--- src/rtl/sv_uart_rx_packer_if.sv ---
// Byte-in / word-out AXI-Stream bundle for the UART receive packer.
// The packer uses the slave modport; the producer/consumer side uses master.
interface sv_uart_rx_packer_if #(
    parameter int DATA_WIDTH = 24
);
    logic [7:0]            s_axis_tdata;
    logic                  s_axis_tvalid;
    logic                  s_axis_tready;
    logic [DATA_WIDTH-1:0] m_axis_tdata;
    logic                  m_axis_tvalid;
    logic                  m_axis_tready;

    modport slave (
        input  s_axis_tdata,
        input  s_axis_tvalid,
        output s_axis_tready,
        output m_axis_tdata,
        output m_axis_tvalid,
        input  m_axis_tready
    );

    modport master (
        output s_axis_tdata,
        output s_axis_tvalid,
        input  s_axis_tready,
        input  m_axis_tdata,
        input  m_axis_tvalid,
        output m_axis_tready
    );
endinterface

--- src/rtl/sv_uart_rx_packer.sv ---
// Packs WORDS_NUM received bytes MSB-first into one DATA_WIDTH AXI-Stream word.
// Optional inter-byte timeout enabled by defining SV_UART_RX_PACKER_TIMEOUT_EN.
module sv_uart_rx_packer #(
    parameter int DATA_WIDTH = 24
) (
    input  logic                          iclk,
    input  logic                          irst,
    sv_uart_rx_packer_if.slave            bus,
    input  logic                          iflush,
    input  logic [15:0]                   itimeout,
    output logic                          otimeout,
    output logic [$clog2(DATA_WIDTH/8):0] ocount
);
    localparam int WORDS_NUM = DATA_WIDTH / 8;
    localparam int CNT_W     = $clog2(WORDS_NUM) + 1;
    localparam logic [CNT_W-1:0] LAST_IDX = CNT_W'(WORDS_NUM - 1);

    typedef enum logic {
        OUT_EMPTY,
        OUT_FULL
    } out_state_t;

    out_state_t            r_out_state;
    out_state_t            w_out_state_next;
    logic [CNT_W-1:0]      r_count;
    logic [DATA_WIDTH-9:0] r_acc;
    logic [DATA_WIDTH-1:0] r_word;
    logic                  r_timeout;

    logic                  w_last;
    logic                  w_s_ready;
    logic                  w_byte_hs;
    logic                  w_load;
    logic                  w_tmo_expire;
    logic [DATA_WIDTH-1:0] w_shift;

    // Only the completing byte can be back-pressured; earlier bytes always fit.
    assign w_last    = (r_count == LAST_IDX);
    assign w_s_ready = !(w_last && (r_out_state == OUT_FULL) && !bus.m_axis_tready);
    assign w_byte_hs = bus.s_axis_tvalid && w_s_ready;
    assign w_shift   = {r_acc, bus.s_axis_tdata};
    assign w_load    = w_byte_hs && w_last && !iflush;

`ifdef SV_UART_RX_PACKER_TIMEOUT_EN
    logic [15:0] r_tmo_cnt;

    // A byte or a flush in the expiry cycle takes priority over the timeout.
    assign w_tmo_expire = (r_count != '0) && (itimeout != 16'd0) &&
                          (r_tmo_cnt >= itimeout) && !w_byte_hs && !iflush;

    always_ff @(posedge iclk) begin
        if (irst) begin
            r_tmo_cnt <= 16'd0;
        end else if (w_byte_hs || iflush || (r_count == '0) || w_tmo_expire) begin
            r_tmo_cnt <= 16'd0;
        end else if (itimeout != 16'd0) begin
            r_tmo_cnt <= r_tmo_cnt + 16'd1;
        end
    end
`else
    logic w_unused_itimeout;

    assign w_unused_itimeout = ^itimeout;
    assign w_tmo_expire      = 1'b0;
`endif

    // NOTE: sequential state uses non-blocking assignments so every register
    // samples pre-edge values regardless of block ordering.
    always_ff @(posedge iclk) begin
        if (irst) begin
            r_acc     <= '0;
            r_count   <= '0;
            r_timeout <= 1'b0;
        end else begin
            r_timeout <= w_tmo_expire;
            if (iflush || w_tmo_expire) begin
                r_acc   <= '0;
                r_count <= '0;
            end else if (w_byte_hs) begin
                if (w_last) begin
                    r_acc   <= '0;
                    r_count <= '0;
                end else begin
                    r_acc   <= w_shift[DATA_WIDTH-9:0];
                    r_count <= r_count + 1'b1;
                end
            end
        end
    end

    always_ff @(posedge iclk) begin
        if (irst) begin
            r_out_state <= OUT_EMPTY;
            r_word      <= '0;
        end else begin
            r_out_state <= w_out_state_next;
            if (w_load) begin
                r_word <= w_shift;
            end
        end
    end

    // NOTE: the next state is defaulted before the case so no path can infer a latch.
    always_comb begin
        w_out_state_next = r_out_state;
        case (r_out_state)
            OUT_EMPTY: begin
                if (w_load) begin
                    w_out_state_next = OUT_FULL;
                end
            end
            OUT_FULL: begin
                // A drain coinciding with a load keeps the register full (no bubble).
                if (!w_load && bus.m_axis_tready) begin
                    w_out_state_next = OUT_EMPTY;
                end
            end
            default: w_out_state_next = OUT_EMPTY;
        endcase
    end

    assign bus.s_axis_tready = w_s_ready;
    assign bus.m_axis_tvalid = (r_out_state == OUT_FULL);
    assign bus.m_axis_tdata  = r_word;
    assign otimeout          = r_timeout;
    assign ocount            = r_count;

endmodule

--- src/flat_wrapper.sv ---
// flat-port wrapper written by rule: the top's interface ports become plain ports
module sv_uart_rx_packer_flat 
#(
    parameter int DATA_WIDTH = 24
)
  (iclk, irst, iflush, itimeout, otimeout, ocount, bus_s_axis_tdata, bus_s_axis_tvalid, bus_s_axis_tready, bus_m_axis_tdata, bus_m_axis_tvalid, bus_m_axis_tready);
  sv_uart_rx_packer_if #(.DATA_WIDTH(DATA_WIDTH)) bus_i ();
  input  logic iclk;
  input  logic irst;
  input  logic iflush;
  input  logic [15:0] itimeout;
  output logic otimeout;
  output logic [$clog2(DATA_WIDTH/8):0] ocount;
  input wire logic [$bits(bus_i.s_axis_tdata)-1:0] bus_s_axis_tdata;
  input wire logic [$bits(bus_i.s_axis_tvalid)-1:0] bus_s_axis_tvalid;
  output wire logic [$bits(bus_i.s_axis_tready)-1:0] bus_s_axis_tready;
  output wire logic [$bits(bus_i.m_axis_tdata)-1:0] bus_m_axis_tdata;
  output wire logic [$bits(bus_i.m_axis_tvalid)-1:0] bus_m_axis_tvalid;
  input wire logic [$bits(bus_i.m_axis_tready)-1:0] bus_m_axis_tready;
  assign bus_i.s_axis_tdata = bus_s_axis_tdata;
  assign bus_i.s_axis_tvalid = bus_s_axis_tvalid;
  assign bus_s_axis_tready = bus_i.s_axis_tready;
  assign bus_m_axis_tdata = bus_i.m_axis_tdata;
  assign bus_m_axis_tvalid = bus_i.m_axis_tvalid;
  assign bus_i.m_axis_tready = bus_m_axis_tready;
  sv_uart_rx_packer #(.DATA_WIDTH(DATA_WIDTH)) u_core (.iclk(iclk), .irst(irst), .bus(bus_i), .iflush(iflush), .itimeout(itimeout), .otimeout(otimeout), .ocount(ocount));
endmodule
--- config.mk ---
export PLATFORM = sky130hd
export DESIGN_NAME = sv_uart_rx_packer_flat
export DESIGN_NICKNAME = d
export VERILOG_FILES = /design/src/rtl/sv_uart_rx_packer_if.sv /design/src/rtl/sv_uart_rx_packer.sv /design/src/flat_wrapper.sv
export SDC_FILE = /design/constraint.sdc
export NUM_CORES = 1
export LEC_CHECK = 0
export CAP_MARGIN = 20
export CORE_MARGIN = 2
export CORE_UTILIZATION = 47
export DETAILED_ROUTE_END_ITERATION = 10
export PLACE_DENSITY = 0.82
export SLEW_MARGIN = 0
export SYNTH_ARGS = -nofsm -noshare
export SYNTH_HDL_FRONTEND = slang
export SYNTH_SLANG_ARGS = --single-unit
--- constraint.sdc ---
create_clock -name iclk -period 1.5 [get_ports iclk]
set_input_delay 0.15 -clock iclk [delete_from_list [all_inputs] [get_ports iclk]]
set_output_delay 0.15 -clock iclk [all_outputs]
set_load 0.05 [all_outputs]
# [Word-level counts from Yosys, hierarchy flattened]
# Cells that the tools add are included.
[totals] in_bits=29 output_inout_bits=30 word_cells=23 ff_bits=44
[classes] n_reduce_logical=11 n_eq_ne=1 muxes=5 bitwise_logic=1 add_sub_neg=1
[op_table] cell="two-way mux 16 bit" n=1
[op_table] cell="logical AND 1 bit" n=6
[op_table] cell="logical NOT 1 bit" n=4
[op_table] cell="adder 3 x 1 -> 3 bit (second input constant)" n=1
[op_table] cell="== test 3 x 2 -> 1 bit (second input constant)" n=1
[op_table] cell="two-way mux 3 bit" n=1
[op_table] cell="two-way mux 1 bit" n=2
[op_table] cell="case mux 1 bit (2 select lines)" n=1
[op_table] cell="OR reduction 2 bit" n=1
[op_table] cell="NOT 1 bit" n=1

# [Longest topological paths before layout]
[depth] word_depth=11 ltp_mapped=5 mapped_depth_nobuf=3

# [Worst setup path before layout]
# Ideal clock, no wire load.
[synth_timing] path_type="register -> output" start="register u_core.r_out_state (netlist: u_core.bus.m_axis_tvalid)" end="output bus_s_axis_tready" stages_incl_launch_ff=5 required_ns=1.350 path_slack_ns=-0.269 t_arrival_ns=1.619 path_cell_list="dfxtp_1 -> nor2b_1 -> clkbuf_1 -> buf_2 -> nand2_1"
[synth_between] elab_chain_len=3
[synth_rtl] element="from (decl)" line_no="sv_uart_rx_packer.sv:23" text="out_state_t r_out_state;"
[synth_rtl] element="from (signal assigned)" line_no="sv_uart_rx_packer.sv:96" text="r_out_state <= w_out_state_next;"
[synth_rtl] element="logical AND 1 bit (2 in a row)" line_no="sv_uart_rx_packer.sv:39" text="assign w_s_ready = !(w_last && (r_out_state == OUT_FULL) && !bus.m_axis_tready);"
[synth_rtl] element="logical NOT 1 bit" line_no="sv_uart_rx_packer.sv:39"
[synth_rtl] element="to (decl)" line_no="flat_wrapper.sv:16" text="output wire logic [$bits(bus_i.s_axis_tready)-1:0] bus_s_axis_tready;"
# No other way between the ends.

# [Worst setup path in the final report]
[layout_timing] start="register u_core.r_count[1] (netlist: u_core.ocount[1])" end="register u_core.r_word[14] (netlist: u_core.bus.m_axis_tdata[14])"
[layout_between] elab_chain_len=7
[layout_rtl] element="from (decl)" line_no="sv_uart_rx_packer.sv:25" text="logic [CNT_W-1:0] r_count;"
[layout_rtl] element="from (signal assigned)" line_no="sv_uart_rx_packer.sv:85" text="r_count <= r_count + 1'b1;"
[layout_rtl] element="== test 3 x 2 -> 1 bit (*)" line_no="sv_uart_rx_packer.sv:38" text="assign w_last = (r_count == LAST_IDX);"
[layout_rtl] element="logical AND 1 bit (2 in a row)" line_no="sv_uart_rx_packer.sv:39"
[layout_rtl] element="logical NOT 1 bit" line_no="sv_uart_rx_packer.sv:39"
[layout_rtl] element="logical AND 1 bit" line_no="sv_uart_rx_packer.sv:40" text="assign w_byte_hs = bus.s_axis_tvalid && w_s_ready;"
[layout_rtl] element="logical AND 1 bit (*) (2 in a row)" line_no="sv_uart_rx_packer.sv:42" text="assign w_load = w_byte_hs && w_last && !iflush;"
[layout_rtl] element="to (signal assigned)" line_no="sv_uart_rx_packer.sv:98" text="r_word <= w_shift;"
[layout_rtl] element="to (decl)" line_no="sv_uart_rx_packer.sv:27" text="logic [DATA_WIDTH-1:0] r_word;"
# Mark *: on every way between the ends. The rest lies on a longest branch, timed or not.
# A chain may end at the register's enable or synchronous reset.

==> impl_metrics.tcl <==
set metrics [dict create \
    grt_pass1_wl_mm 6.82 \
    final_cells 309 \
    vias 1606 \
    synthesis.nets 246 \
    async_reset_ff_frac 0 \
    synth_cells 217 \
    ios 59 \
    synthMuxAreaShare 0.117 \
    track_usage 0.171 \
    hp-class "in2reg" \
    ys_top_cells_by_count "nand2b_1 (66), dfxtp_1 (44), mux2i_1 (24), nand3_1 (17), nand3b_1 (17)" \
    die_area_mm2 0.00492 \
    nFillCells 369 \
    critPathCapture "u_core.bus.m_axis_tdata[14]" \
    cts.sinks 44 \
    yosys.area_share.simple 0.329 \
    rows 24 \
    grt_overflow_total 0 \
    r2r_start "u_core.ocount[1]" \
    ir_drop_v 0.000511 \
    final_nets 285 \
    worst-setup-path-type "reg2reg" \
    min_period_ps 1450 \
    dp_cells 298 \
    yosysTopAreaCellShare 0.428 \
    power_density_mw_per_mm2 800 \
    critPathLaunch "u_core.ocount[1]" \
    tns_ps 0 \
    synth_xor_area_frac 0.00426 \
    leakage_nw 0.903 \
    postRouteAntennaNets 0 \
    antenna_found_initial 0 \
    synth-edff-count 0 \
    first_pass_iters 4 \
    synthFlopType "dfxtp_1" \
    clkTransAtPathRegs_ps 80 \
    area_growth_syn_to_layout_pct 27.3 \
    stdcell_area_mm2 0.00262 \
    synthAdderAreaFrac 0 \
    die_x_um 70.2 \
    numPortBuffers 41 \
    grt_max_degree 38 \
    drc_errors 0 \
    synth_compound_area_frac 0.0663 \
    seq_area_um2 888 \
    n_antenna_cell 0 \
    finalClockSkew_ps 5.41 \
    holdWs_ps 467 \
    cts_inserted_buffers 5 \
    synth_top_family_by_area "simple AND/OR/NAND/NOR gates" \
    arrival_ps 1660 \
    clockBufferDepth 2 \
    min_from "bus_s_axis_tdata[1]" \
    clockRootBuffer "clkbuf_8" \
    start_util 0.479 \
    grt_pass1_vias 1421 \
    path_max_fanout 9 \
    yosys_warnings 0 \
    final_hold_viol_count 0 \
    clock_latency_ps 290 \
    outcome "completed" \
    avgSynthCellArea_um2 9.48 \
    rsz0062_at_grt "true" \
    maxCapViolCount 0 \
    setup_viol 0 \
    fp.coreArea_mm2 0.00429 \
    final.period_utilization 0.967 \
    regToRegSetupSlack_ps 50 \
    synth.distinct_cells 23 \
    synth-seq-cells 44 \
    power.total_w 0.00210 \
    dpl_cell_area_mm2 0.00243 \
    max_freq_mhz 690 \
    yosysMostFrequentCell "nand2b_1" \
    syn_area_mm2 0.00206 \
    rr_endpoint "u_core.bus.m_axis_tdata[14]" \
    reg2reg_depth 4 \
    first_iter_violations 101 \
    endpoint_kind "flip-flop" \
    synth_top_cell_by_area "dfxtp_1" \
    cts_tree "yes" \
    gp_congestion 0.717 \
    drive_gt1_frac 0.214 \
    drt-total-wl_mm 4.24 \
    dp.final_hpwl_mm 2.71 \
    viasPerCell 5.20 \
    required_ps 1710 \
    postCtsHoldBufs 0 \
    multiInputGateArea_mm2 0.00108 \
    synth_seq_area_share 0.428 \
    synthTopCellsByArea "dfxtp_1 (43%), nand2b_1 (20%), mux2i_1 (12%)" \
    finalMaxSlewViolations 0 \
    h-tree-depth 2 \
    cp-start-kind "flip-flop" \
    die_h_um 70.2 \
    wl_per_cell_um 13.7 \
]
worst max-delay path: stages (launching register included):
cell      delay [ps]
dfxtp_4          370
nor3b_4          290
and4bb_4         350
buf_12           150
mux2i_1          210
metal layers:
layer | routed length (um) | GRT usage
met2 | 1930 | 0.256
met1 | 2070 | 0.248
met4 | 11 | 0.0321
met3 | 237 | 0.0462
met5 | 0 | 0
registers in the layout, indices dropped and copies added (netlist names):
signal / cells
u_core.bus.m_axis_tdata: 24
u_core.bus.m_axis_tvalid: 1
u_core.ocount: 3
u_core.r_acc: 16
timing repair:
| action | 4_1_cts | 5_1_grt |
|---|---|---|
| setup buffers | 1 | 0 |
| gates cloned | 1 | 1 |
| gates resized for setup | 4 | 5 |
| setup endpoints to repair | 1 | 16 |
| pin swaps | 2 | 1 |
cell type report:
type                    instances  share of cell area
flip-flops and latches         44               0.339
repair buffers                 52               0.191
clock buffers                   8              0.0344
well taps                      52              0.0248
multi-input cells             153               0.411
stage by stage:
step           utilization  setup WS (ps)
3_5_place_dp         0.566          -15.7
4_1_cts              0.600          -23.3
3_3_place_gp         0.566           9.11
2_1_floorplan            -          -5.50
6_report             0.610           49.7
5_1_grt              0.610          -21.9
where the power goes:
group | leakage, nW | internal, W | switching (W)
logic | 0.500 | 0.0000878 | 0.0000786
clock network | 0.0455 | 0.000376 | 0.000365
registers | 0.357 | 0.00118 | 0.0000127
total | 0.903 | 0.00164 | 0.000456
worst min path at each step:
stage / to / slack (ps) / cells past startpoint
after global routing: u_core.bus.m_axis_tdata[6] / 470 / 3
after global placement: u_core.bus.m_axis_tdata[6] / 460 / 2
after floorplan: u_core.bus.m_axis_tdata[2] / 310 / 2
final: u_core.bus.m_axis_tdata[1] / 470 / 3
after detailed placement: u_core.bus.m_axis_tdata[8] / 460 / 2
after CTS: u_core.bus.m_axis_tdata[1] / 470 / 3
logic make-up (layout without fill, tap and decap cells):
kind of cell	Yosys count	after routing
AOI/OAI and AO/OA	21	21
xor gates and xnor gates	1	1
buffers and inverters	20	60
DFF	44	44
muxes	24	24
other	1	1
and+or+nand+nor	106	106
cell usage in the layout, fill, tap and decap left out, types with 2 or more instances in the layout:
master           netlist  final
nand3b_1              17     17
dfxtp_2                0      3
nand2b_1              66     66
a21oi_1                2      2
a31oi_1               16     16
dfxtp_1               44     40
mux2i_1               24     24
clkbuf_1              14      2
buf_4                  1     34
clkdlybuf4s50_1        0     12
clkbuf_8               0      6
buf_12                 0      2
nand3_1               17     17
Note: power is estimated with default switching activity, not from simulation.
